$ cat config.mk
export PLATFORM = sky130hd
export DESIGN_NAME = alu_exec_sequencer
export DESIGN_NICKNAME = d
export VERILOG_FILES = /design/src/rtl/gpu_alu_pkg.sv /design/src/rtl/alu_lane.sv /design/src/rtl/alu_exec_sequencer.sv
export SDC_FILE = /design/constraint.sdc
export NUM_CORES = 1
export LEC_CHECK = 0
export BUFFER_PORTS_ARGS = -buffer_cell sky130_fd_sc_hd__buf_4
export CAP_MARGIN = 10
export CORE_AREA = 2 2 266 189
export DETAILED_ROUTE_END_ITERATION = 6
export DIE_AREA = 0 0 268 191
export MAX_ROUTING_LAYER = met4
export PLACE_DENSITY = 0.6
export SLEW_MARGIN = 20
export SYNTH_ARGS = -nofsm -noshare
export SYNTH_HDL_FRONTEND = slang
export SYNTH_HIERARCHICAL = 1
export SYNTH_SLANG_ARGS = --single-unit
$ cat constraint.sdc
create_clock -name clk -period 6 [get_ports clk]
set_input_delay 0.6 -clock clk [delete_from_list [all_inputs] [get_ports clk]]
set_output_delay 0.6 -clock clk [all_outputs]
set_load 0.01 [all_outputs]
$ cat src/rtl/gpu_alu_pkg.sv
// rtl/gpu_alu_pkg.sv - shared types, funct codes and decode for the filter GPU ALU
package gpu_alu_pkg;

    typedef enum logic [2:0] {
        CTRL_ADD,
        CTRL_SUB,
        CTRL_MUL,
        CTRL_CONV,
        CTRL_MOV,
        CTRL_ILLEGAL
    } alu_ctrl_e;

    typedef enum logic [1:0] {
        ST_IDLE,
        ST_EXEC,
        ST_DONE
    } state_e;

    localparam logic [2:0] FUNCT_SUB  = 3'b001;
    localparam logic [2:0] FUNCT_MUL  = 3'b011;
    localparam logic [2:0] FUNCT_CONV = 3'b100;
    localparam logic [3:0] FUNCT_MOV  = 4'b1010;

    // funct[3] only matters for MOV; every other code ignores it.
    function automatic alu_ctrl_e decode_op(input logic alu_op, input logic [3:0] funct);
        alu_ctrl_e c;
        if (!alu_op) begin
            c = CTRL_ADD;
        end else if (funct == FUNCT_MOV) begin
            c = CTRL_MOV;
        end else begin
            case (funct[2:0])
                FUNCT_SUB:  c = CTRL_SUB;
                FUNCT_MUL:  c = CTRL_MUL;
                FUNCT_CONV: c = CTRL_CONV;
                default:    c = CTRL_ILLEGAL;
            endcase
        end
        return c;
    endfunction

endpackage

$ cat src/rtl/alu_lane.sv
// rtl/alu_lane.sv - one combinational pixel lane: ADD/SUB wrap, saturating MUL, MOV
module alu_lane
    import gpu_alu_pkg::*;
#(
    parameter int WIDTH = 8
) (
    input  alu_ctrl_e        ctrl,
    input  logic [WIDTH-1:0] a,
    input  logic [WIDTH-1:0] b,
    output logic [WIDTH-1:0] y
);

    logic [2*WIDTH-1:0] prod;

    assign prod = (2*WIDTH)'(a) * (2*WIDTH)'(b);

    always_comb begin
        y = '0;
        case (ctrl)
            CTRL_ADD: y = a + b;
            CTRL_SUB: y = a - b;
            CTRL_MUL: y = (prod[2*WIDTH-1:WIDTH] != '0) ? '1 : prod[WIDTH-1:0];
            CTRL_MOV: y = b;
            default:  y = '0;
        endcase
    end

endmodule

$ cat src/rtl/alu_exec_sequencer.sv
// rtl/alu_exec_sequencer.sv - registered multi-lane ALU with lane-serial CONV multiply-accumulate
module alu_exec_sequencer
    import gpu_alu_pkg::*;
#(
    parameter int WIDTH = 8,
    parameter int LANES = 4,
    parameter int SHIFT = 0
) (
    input  logic                   clk,
    input  logic                   rst_n,
    input  logic                   in_valid,
    output logic                   in_ready,
    input  logic                   alu_op,
    input  logic [3:0]             funct,
    input  logic [LANES*WIDTH-1:0] src_a,
    input  logic [LANES*WIDTH-1:0] src_b,
    output logic                   out_valid,
    input  logic                   out_ready,
    output logic [LANES*WIDTH-1:0] result,
    output logic                   illegal,
    output logic                   busy
);

    localparam int ACC_W = 2*WIDTH + $clog2(LANES);
    localparam int CNT_W = (LANES > 1) ? $clog2(LANES) : 1;
    localparam int VEC_W = LANES*WIDTH;
    localparam logic [WIDTH-1:0] LANE_MAX = '1;
    localparam logic [CNT_W-1:0] CNT_LAST = CNT_W'(LANES - 1);

    state_e            state_q, state_d;
    alu_ctrl_e         ctrl;
    logic [VEC_W-1:0]  op_a_q, op_b_q;
    logic [ACC_W-1:0]  acc_q, acc_next, acc_shift;
    logic [CNT_W-1:0]  cnt_q;
    logic [VEC_W-1:0]  result_q;
    logic              illegal_q;

    logic              load_single, load_conv, mac_step, conv_finish;
    logic [VEC_W-1:0]  lane_y, conv_vec;
    logic [WIDTH-1:0]  mac_a, mac_b, conv_lane;
    logic [2*WIDTH-1:0] mac_prod;

    assign ctrl = decode_op(alu_op, funct);

    for (genvar i = 0; i < LANES; i++) begin : g_lane
        alu_lane #(.WIDTH(WIDTH)) u_lane (
            .ctrl (ctrl),
            .a    (src_a[i*WIDTH +: WIDTH]),
            .b    (src_b[i*WIDTH +: WIDTH]),
            .y    (lane_y[i*WIDTH +: WIDTH])
        );
    end

    // One multiplier shared across lanes, selected by the lane counter.
    assign mac_a     = op_a_q[int'(cnt_q)*WIDTH +: WIDTH];
    assign mac_b     = op_b_q[int'(cnt_q)*WIDTH +: WIDTH];
    assign mac_prod  = (2*WIDTH)'(mac_a) * (2*WIDTH)'(mac_b);
    assign acc_next  = acc_q + ACC_W'(mac_prod);
    assign acc_shift = acc_next >> SHIFT;
    assign conv_lane = (acc_shift > ACC_W'(LANE_MAX)) ? LANE_MAX : acc_shift[WIDTH-1:0];

    always_comb begin
        conv_vec = '0;
        conv_vec[WIDTH-1:0] = conv_lane;
    end

    always_comb begin
        state_d     = state_q;
        in_ready    = 1'b0;
        load_single = 1'b0;
        load_conv   = 1'b0;
        mac_step    = 1'b0;
        conv_finish = 1'b0;
        case (state_q)
            ST_IDLE: in_ready = 1'b1;
            ST_EXEC: begin
                mac_step = 1'b1;
                if (cnt_q == CNT_LAST) begin
                    conv_finish = 1'b1;
                    state_d     = ST_DONE;
                end
            end
            ST_DONE: begin
                if (out_ready) begin
                    in_ready = 1'b1;
                    state_d  = ST_IDLE;
                end
            end
            default: state_d = ST_IDLE;
        endcase
        // A request taken while draining DONE is steered exactly as from IDLE.
        if (in_valid && in_ready) begin
            if (ctrl == CTRL_CONV) begin
                load_conv = 1'b1;
                state_d   = ST_EXEC;
            end else begin
                load_single = 1'b1;
                state_d     = ST_DONE;
            end
        end
    end

    always_ff @(posedge clk or negedge rst_n) begin
        if (!rst_n) begin
            state_q <= ST_IDLE;
        end else begin
            state_q <= state_d;
        end
    end

    always_ff @(posedge clk or negedge rst_n) begin
        if (!rst_n) begin
            op_a_q    <= '0;
            op_b_q    <= '0;
            acc_q     <= '0;
            cnt_q     <= '0;
            result_q  <= '0;
            illegal_q <= 1'b0;
        end else begin
            if (load_conv) begin
                op_a_q <= src_a;
                op_b_q <= src_b;
                acc_q  <= '0;
                cnt_q  <= '0;
            end else if (mac_step) begin
                acc_q <= acc_next;
                cnt_q <= cnt_q + CNT_W'(1);
            end
            if (load_single) begin
                result_q  <= lane_y;
                illegal_q <= (ctrl == CTRL_ILLEGAL);
            end else if (conv_finish) begin
                result_q  <= conv_vec;
                illegal_q <= 1'b0;
            end
        end
    end

    assign out_valid = (state_q == ST_DONE);
    assign busy      = (state_q == ST_EXEC);
    assign result    = result_q;
    assign illegal   = illegal_q;

endmodule

Word level (Yosys, flattened, before mapping)
Cells that the tools add are included.
- reductions and logical operators: 10
- magnitude comparators: 1
- bitwise logic cells: 0
- div/mod/pow operators: 0
- shift operators: 2
- muxes and demuxes: 34
- add/subtract/negate cells: 10
- equality and inequality tests: 15
- multiply operators: 5
- operators by type and width (kind ; number):
    $pmux 8 s4 ; 4
    $mul 8x8->16 ; 5
    $mux 32 ; 2
    $shiftx 32x6->8 ; 2
    $mux 8 ; 5
    $mux 18 ; 2
    $add 8x8->8 ; 4
    $reduce_bool 8->1 ; 4
    $sub 8x8->8 ; 4
    $add 18x16->18 ; 1
    $gt 18x8->1 const B ; 1
    $mux 2 ; 6
    $mux 1 ; 10
    $eq 3x2->1 const B ; 3
    $eq 3x3->1 const B ; 3
    $pmux 3 s3 ; 1
    $eq 3x1->1 const B ; 2
    $mux 3 ; 2
    $ne 3x1->1 const B ; 2
    $pmux 2 s3 ; 1
    $eq 2x2->1 const B ; 2
    $eq 4x4->1 const B ; 1
    $reduce_bool 2->1 ; 2
    $logic_not 3->1 ; 1
    other kinds (7) ; 7
- logic and storage cells: 84
- register bits after elaboration: 119
- bits in latches: 0
- output and inout port bits: 36
- memory bits (writable): 0
- ROM bits: 0
- memories kept: 0

Depth between registers and ports, before layout
Gate-level depths: netlist of the first run.
- depth after elaboration: 8
- depth in mapped cells: 23
- gate-level depth less buffers: 21

Hierarchy
The synthesis of the first run kept the hierarchy.
- modules (own cells, without submodules) (module ; sequential area each (µm²) ; cells each ; instances ; area an instance (µm²)):
    alu_exec_sequencer ; 2977.9 ; 744 ; 1 ; 7851.3
    alu_lane (g_lane[0].u_lane) ; 0.0 ; 371 ; 1 ; 2896.5
    alu_lane (g_lane[3].u_lane) ; 0.0 ; 363 ; 1 ; 2889.0
    alu_lane (g_lane[1].u_lane) ; 0.0 ; 349 ; 1 ; 2827.7
    alu_lane (g_lane[2].u_lane) ; 0.0 ; 343 ; 1 ; 2775.2

Least setup slack after synthesis of the first run
OpenSTA, ideal clock, no wires.
- path type: flip-flop to flip-flop
- from: register cnt_q[0]
- to: register result_q[0] (netlist: result[0])
- setup time: 0.145 ns
- stages on the path, launching flop included: 20
- path slack: -0.177 ns
- required time: 5.855 ns
- arrival: 6.031 ns
- cells stage by stage: dfrtp_1 -> clkbuf_1 -> buf_2 -> mux4_2 -> and2_1 -> fa_1 -> fa_1 -> fa_1 -> inv_1 -> fa_1 -> inv_1 -> ha_1 -> buf_6 -> nand3_1 -> a21oi_2 -> nor4_2 -> nor2_1 -> o41a_1 -> a2111oi_4 -> a31oi_1
- longest elaborated chain between the ends: 7
- RTL lines (what ; RTL line ; RTL):
    start, declared ; alu_exec_sequencer.sv:34 ; logic [CNT_W-1:0] cnt_q;
    start signal, assigned ; alu_exec_sequencer.sv:127 ; cnt_q <= cnt_q + CNT_W'(1);
    $shiftx 32x6->8, on equally long branches ; alu_exec_sequencer.sv:55, alu_exec_sequencer.sv:56 ;
    $mul 8x8->16 ; alu_exec_sequencer.sv:57 ; assign mac_prod = (2*WIDTH)'(mac_a) * (2*WIDTH)'(mac_b);
    $add 18x16->18 ; alu_exec_sequencer.sv:58 ; assign acc_next = acc_q + ACC_W'(mac_prod);
    $gt 18x8->1 ; alu_exec_sequencer.sv:60 ; assign conv_lane = (acc_shift > ACC_W'(LANE_MAX)) ? LANE_MAX : acc_shift[WIDTH-1:0];
    $mux 8 ; alu_exec_sequencer.sv:60 ;
    $mux 32 ; alu_exec_sequencer.sv:132 ; end else if (conv_finish) begin
    $mux 32 ; alu_exec_sequencer.sv:129 ; if (load_single) begin
    end signal, assigned ; alu_exec_sequencer.sv:130 ; result_q <= lane_y;
    end signal, assigned ; alu_exec_sequencer.sv:133 ; result_q <= conv_vec;
    end, declared ; alu_exec_sequencer.sv:35 ; logic [VEC_W-1:0] result_q;
Parallel ways exist; a longest one is shown, timed or not. The select of a mux whose other input is x is not followed.
A chain may end at the register's enable or synchronous reset.

Worst setup path after layout of the first run
- from: register cnt_q[0]
- to: register result_q[1] (netlist: result[1])
Same word-level chain as after synthesis.

==> results of run 1 <==
kinds of logic after synthesis:
family	Yosys count	synth area share [%]
AND/OR/NAND/NOR	689	18.14
adder cells (fa/ha/maj)	419	34.97
buffers and inverters	406	8.168
AO/OA/AOI/OAI	366	13.31
flip-flops	119	15.48
multiplexers	95	6.438
XOR/XNOR	76	3.499
power breakdown:
group          total, mW  switching (mW)  internal, mW
registers           1.23           0.186          1.04
clock network       1.10           0.440         0.662
logic               10.2            5.91          4.29
total               12.5            6.53          5.99
sequential cells by signal (all words and copies together), names as in the netlist:
| register | flops |
|---|---|
| op_a_q | 32 |
| acc_q | 18 |
| illegal | 1 |
| cnt_q | 2 |
| state_q | 2 |
| result | 32 |
| op_b_q | 32 |
worst reg2reg max path: cells and delay by family, from the launching register on:
family	cells	cell delay [ns]
buffers and inverters	4	0.45
AO/OA/AOI/OAI	6	1.19
flip-flops	1	0.41
multiplexers	1	0.59
AND/OR/NAND/NOR	2	0.70
adder cells (fa/ha/maj)	5	2.40
metrics by stage:
| stage | total power [mW] | worst slack, ns | util [%] |
|---|---|---|---|
| 2_1_floorplan | 8.466 | 0.05245 | - |
| 3_3_place_gp | 10.76 | 0.2010 | 42.52 |
| 3_5_place_dp | 10.89 | 0.1540 | 42.52 |
| 4_1_cts | 12.10 | 0.1150 | 43.79 |
| 5_1_grt | 13.80 | 0.001242 | 44.09 |
| 6_report | 12.52 | 0.1815 | 44.09 |
timing repair:
item | in CTS | in global routing
setup endpoints to repair | 0 | 8
gates resized for setup | 0 | 11
setup buffers | 0 | 10
final timing paths:
kind                           start          to  slack [ns]  cells after the start
max                         cnt_q[0]   result[1]        0.18                     18
min                            rst_n   result[9]        0.18                      1
max reg2reg                 cnt_q[0]   result[1]        0.18                     18
min reg2reg                acc_q[13]   acc_q[13]        0.50                      2
max in group asynchronous      rst_n    cnt_q[1]        4.32                      2
min in group clk           out_ready  state_q[1]        0.48                      3
area by class of cell:
type | instances | area (sq um)
inverters | 329 | 1235
clock inverters | 15 | 193.9
well taps | 665 | 832.0
clock buffers | 17 | 425.4
flip-flops and latches | 119 | 2980
repair buffers | 139 | 1074
fillers | 4704 | 27260
multi-input cells | 1645 | 14750
routing by layer:
layer  vias to the layer above  GRT usage, %  part of all wire [%]
li1                       7398             -                     -
met1                      7803         33.20                    50
met2                       472         31.75                    42
met3                        40         3.697                   6.6
met4                         0         3.911                  0.92
met5                         -             -                     0
synth_stat cells, types with 8 or more instances:
cell type  number  share of area, %
xor2_1         21              0.96
dfrtp_1       119                15
a221o_1        13              0.68
nor3b_1        11              0.43
a31oi_1        26              0.85
ha_1          221                14
nand3_1        44               1.1
o21a_1          8              0.31
o211ai_1       15              0.59
xnor2_1        54               2.5
or3_1          11              0.36
and2_1        179               5.8
inv_1         327               6.4
mux4_2         16               1.9
clkbuf_1       58               1.1
fa_1          198                21
a21oi_1        81               2.1
nand2_1       241               4.7
nor2_1         95               1.9
o21ai_0        91               2.4
mux2i_1         9              0.47
a211o_1         8              0.36
nand2b_1       20              0.65
nor2b_1        17              0.55
a21o_1         18              0.70
nor3_1         25              0.65
mux2_2         68               4.0
==> flow_summary.ini, run 1 <==
[logic_synthesis]
syn_area_sq_mm = 0.01924
synth_edf_count = 0
synthDistinctLibCells = 106
synthFlopType = dfrtp_1
ys_ff_latch = 119
yosysWarnings = 6
synthCells = 2170
ys_async_sr_fraction_pct = 100.0
syn_nets = 2662
syn_area_per_cell_sq_um = 8.866
seq_area_frac_synth_pct = 15.48

[place]
place_area_sq_mm = 0.02073
placedCellCount = 2886
hpwlAfterDp_mm = 41.27
gp_congestion = 0.9019
io_buffers = 108

[grt]
grt_pass1_vias = 15660
grt_pass1_wl_mm = 86.70
antenna_found_initial = 0
grt_overflow = 0
grt_use_total_pct = 22.26
grt_max_degree = 86

[critical_path]
critPathTopFamily = adder cells
cp_data_required_time_ns = 6.36
cp_common_cell = fa_1
cpPeakStageDelay_ns = 0.59
critPathLaunchType = flip-flop
crit_fanout = 10
critPathCaptureType = flip-flop
critical_path.slowest_cell = mux4_2
path_cells = buf_12 -> mux4_2 -> and2_4 -> fa_1 -> fa_1 -> fa_1 -> inv_1 -> fa_1 -> inv_1 -> ha_1 -> a21o_1 -> a21o_1 -> a221oi_4 -> or4b_4 -> o211ai_2 -> a2111oi_4 -> buf_4 -> a31oi_1
path_buf_inv = 4
crit_type = flip-flop to flip-flop
cp.arrival_ns = 6.18

[timing]
rsz0062_at_grt = false
setup-tns-final_ns = 0
final_max_slew_viol_count = 0
hold_violations = 0
fmax_mhz = 171.9
period_share_pct = 96.97
setup_viol = 0
finalHoldWorstSlack_ns = 0.1777
period_minus_slack_ns = 5.818
fin_skew_ns = 0.01062
worstMarginPinSlew_ns = 1.104
slew-limit-headroom_pct = 26.39

[final_layout]
fin_area_sq_mm = 0.02149
diodes = 0
final_common_cell = inv_1
final_cells = 2929
final_cell_mix = 327 x inv_1, 241 x nand2_1, 219 x ha_1
layout-drive-gt1-share_pct = 14.31
nets = 2743
area_delta_synth_final_pct = 11.71

[clock_network]
clk_path_buf_depth = 2
clock-sinks = 119
numCtsBuffers = 17
cts_max_level = 4
clk_latency_ns = 0.45
cts_tree = built
clk_pin_slew_ns = 0.07
ctsRootBufferMaster = clkbuf_16
cts.hold.buffers_added = 0

[outcome]
status = completed

[die]
initial_utilization_pct = 39.46
core-area_sq_mm = 0.04875
die-area_sq_mm = 0.05119
rows = 68
die_x_microns = 268
die_h_microns = 191
ios = 109

[drt]
first_pass_iters = 7
wl_per_cell_microns = 18.37
drt-vias-per-instance = 5.365
vias = 15710
ant_nets = 0
drc_errors = 0
initialDrtViolationCount = 1124
postRouteWirelength_mm = 53.80

[job]
maxCapViolCount = 0

[power]
cellPowerDensity_mw_per_mm2 = 582.7
leakagePower_nw = 10.47
peakVddDrop_mv = 0.8461

[min_path]
min_path_type = input port to async pin
(Power assumes the default switching activity.)
==> run 2, diff against run 1 <==
--- a/config.mk
+++ b/config.mk
@@ -7,11 +7,12 @@
 export LEC_CHECK = 0
 export BUFFER_PORTS_ARGS = -buffer_cell sky130_fd_sc_hd__buf_4
 export CAP_MARGIN = 10
-export CORE_AREA = 2 2 266 189
+export CORE_AREA = 2 2 284 202
+export CTS_BUF_LIST = sky130_fd_sc_hd__clkbuf_4
 export DETAILED_ROUTE_END_ITERATION = 6
-export DIE_AREA = 0 0 268 191
+export DIE_AREA = 0 0 286 204
 export MAX_ROUTING_LAYER = met4
-export PLACE_DENSITY = 0.6
+export PLACE_DENSITY = 0.54
 export SLEW_MARGIN = 20
 export SYNTH_ARGS = -nofsm -noshare
 export SYNTH_HDL_FRONTEND = slang
==> flow_summary.ini, run 2 (same netlist as run 1, synthesis figures left out) <==
[grt]
grt_use_total_pct = 20.01
grt_pass1_wl_mm = 89.42
grt_overflow = 0
grt_pass1_vias = 15870
antenna_found_initial = 0
grt_max_degree = 86

[clock_network]
numCtsBuffers = 17
cts_tree = built
cts.hold.buffers_added = 0
clk_pin_slew_ns = 0.15
clk_latency_ns = 0.62
cts_max_level = 4
clk_path_buf_depth = 2
ctsRootBufferMaster = clkbuf_4
clock-sinks = 119

[power]
peakVddDrop_mv = 1.038
finalPower_mw = 12.13
cellPowerDensity_mw_per_mm2 = 569.4
leakagePower_nw = 10.36

[timing]
slew-limit-headroom_pct = 41.42
setup_viol = 0
period_minus_slack_ns = 5.792
fin_skew_ns = 0.02644
rsz0062_at_grt = true
finalWorstSetupSlack_ns = 0.2080
setup-tns-final_ns = 0
finalHoldWorstSlack_ns = 0.04466
fmax_mhz = 172.7
worstMarginPinSlew_ns = 0.8786
hold_violations = 0
period_share_pct = 96.53
final_max_slew_viol_count = 0

[final_layout]
layout-drive-gt1-share_pct = 14.33
n_fill_cell = 5610
final_common_cell = inv_1
final_cell_mix = 327 x inv_1, 241 x nand2_1, 218 x ha_1
area_delta_synth_final_pct = 10.75
multiInputGateArea_sq_mm = 0.01474
final_cells = 3019
final_core_util_pct = 38.12
regArea_sq_mm = 0.002980
fin_area_sq_mm = 0.02131
nets = 2747

[drt]
wl_per_cell_microns = 18.30
drt-vias-per-instance = 5.211
initialDrtViolationCount = 1039
vias = 15730
postRouteWirelength_mm = 55.25
first_pass_iters = 7
drc_errors = 0
ant_nets = 0

[critical_path]
reg2reg_slack_ns = 0.21
reg2reg_depth = 19
r2r_start = cnt_q[0]
cp_data_required_time_ns = 6.51
cp.arrival_ns = 6.30
crit_fanout = 10
critPathLaunchType = flip-flop
critPathCaptureType = flip-flop
reg2reg_to = result[0]
crit_type = flip-flop to flip-flop

[die]
die_h_microns = 204
core-area_sq_mm = 0.05590
die-area_sq_mm = 0.05834
rows = 73
die_x_microns = 286
ios = 109
initial_utilization_pct = 34.42

[place]
place_area_sq_mm = 0.02085
pre_cts_slack_ns = 0.1197
gp_congestion = 0.9027
io_buffers = 108
hpwlAfterDp_mm = 42.68
placedCellCount = 2973

[job]
maxCapViolCount = 0

[outcome]
status = completed

[min_path]
min_path_type = input port to async pin
==> run 2: cell types whose count changed in the layout (fill, tap and decap cells not counted), sizes merged <==
cell,change
buf,+4
bufinv,-2
clkinvlp,-1
diode,+1
inv,+3
==> run 2: per-layer routing <==
metal / vias to the layer above / global-route usage (%) / part of all wire (%)
met5: - / - / 0
met2: 516 / 28.19 / 41
met3: 46 / 2.879 / 6.4
li1: 7395 / - / -
met1: 7776 / 30.29 / 52
met4: 0 / 3.721 / 1.1
==> run 2: critical path, cell delays in order (launching register included) <==
cell,delay [ns]
dfrtp_2,0.44
buf_12,0.15
mux4_2,0.55
buf_4,0.18
and2_1,0.17
fa_1,0.47
fa_1,0.51
fa_1,0.49
inv_1,0.05
fa_1,0.52
inv_1,0.05
ha_2,0.39
nand3_1,0.17
o211ai_4,0.32
xnor2_1,0.23
o2111ai_1,0.17
nand4b_1,0.27
a2111oi_4,0.29
buf_6,0.19
a31oi_1,0.09
==> run 2: area by class of cell <==
type                    count  share of cell area, %
diodes                      1                0.01174
clock buffers              17                 0.5989
inverters                 329                  5.796
multi-input cells        1645                  69.17
well taps                 750                  4.404
clock inverters            15                 0.7399
repair buffers            143                  5.291
flip-flops and latches    119                  13.99
==> run 2: how the worst max path moves through the flow <==
stage | slack, ns | cells after the start | to | startpoint
2_1_floorplan | 0.05 | 19 | result[0] | cnt_q[0]
3_5_place_dp | 0.12 | 18 | result[0] | cnt_q[0]
4_1_cts | 0.09 | 18 | result[0] | cnt_q[0]
5_1_grt | -0.01 | 18 | result[0] | cnt_q[0]
6_report | 0.21 | 19 | result[0] | cnt_q[0]
3_3_place_gp | 0.20 | 18 | result[2] | cnt_q[0]
==> run 2: what timing repair did <==
item                       4_1_cts  5_1_grt
buffers inserted                 0       11
resized for setup                0       10
setup endpoints to repair        0        8
==> run 2: power breakdown <==
part / internal [mW] / total (mW) / switching (mW)
Combinational: 4.27 / 10.3 / 6.00
Sequential: 1.04 / 1.23 / 0.190
Clock: 0.222 / 0.634 / 0.412
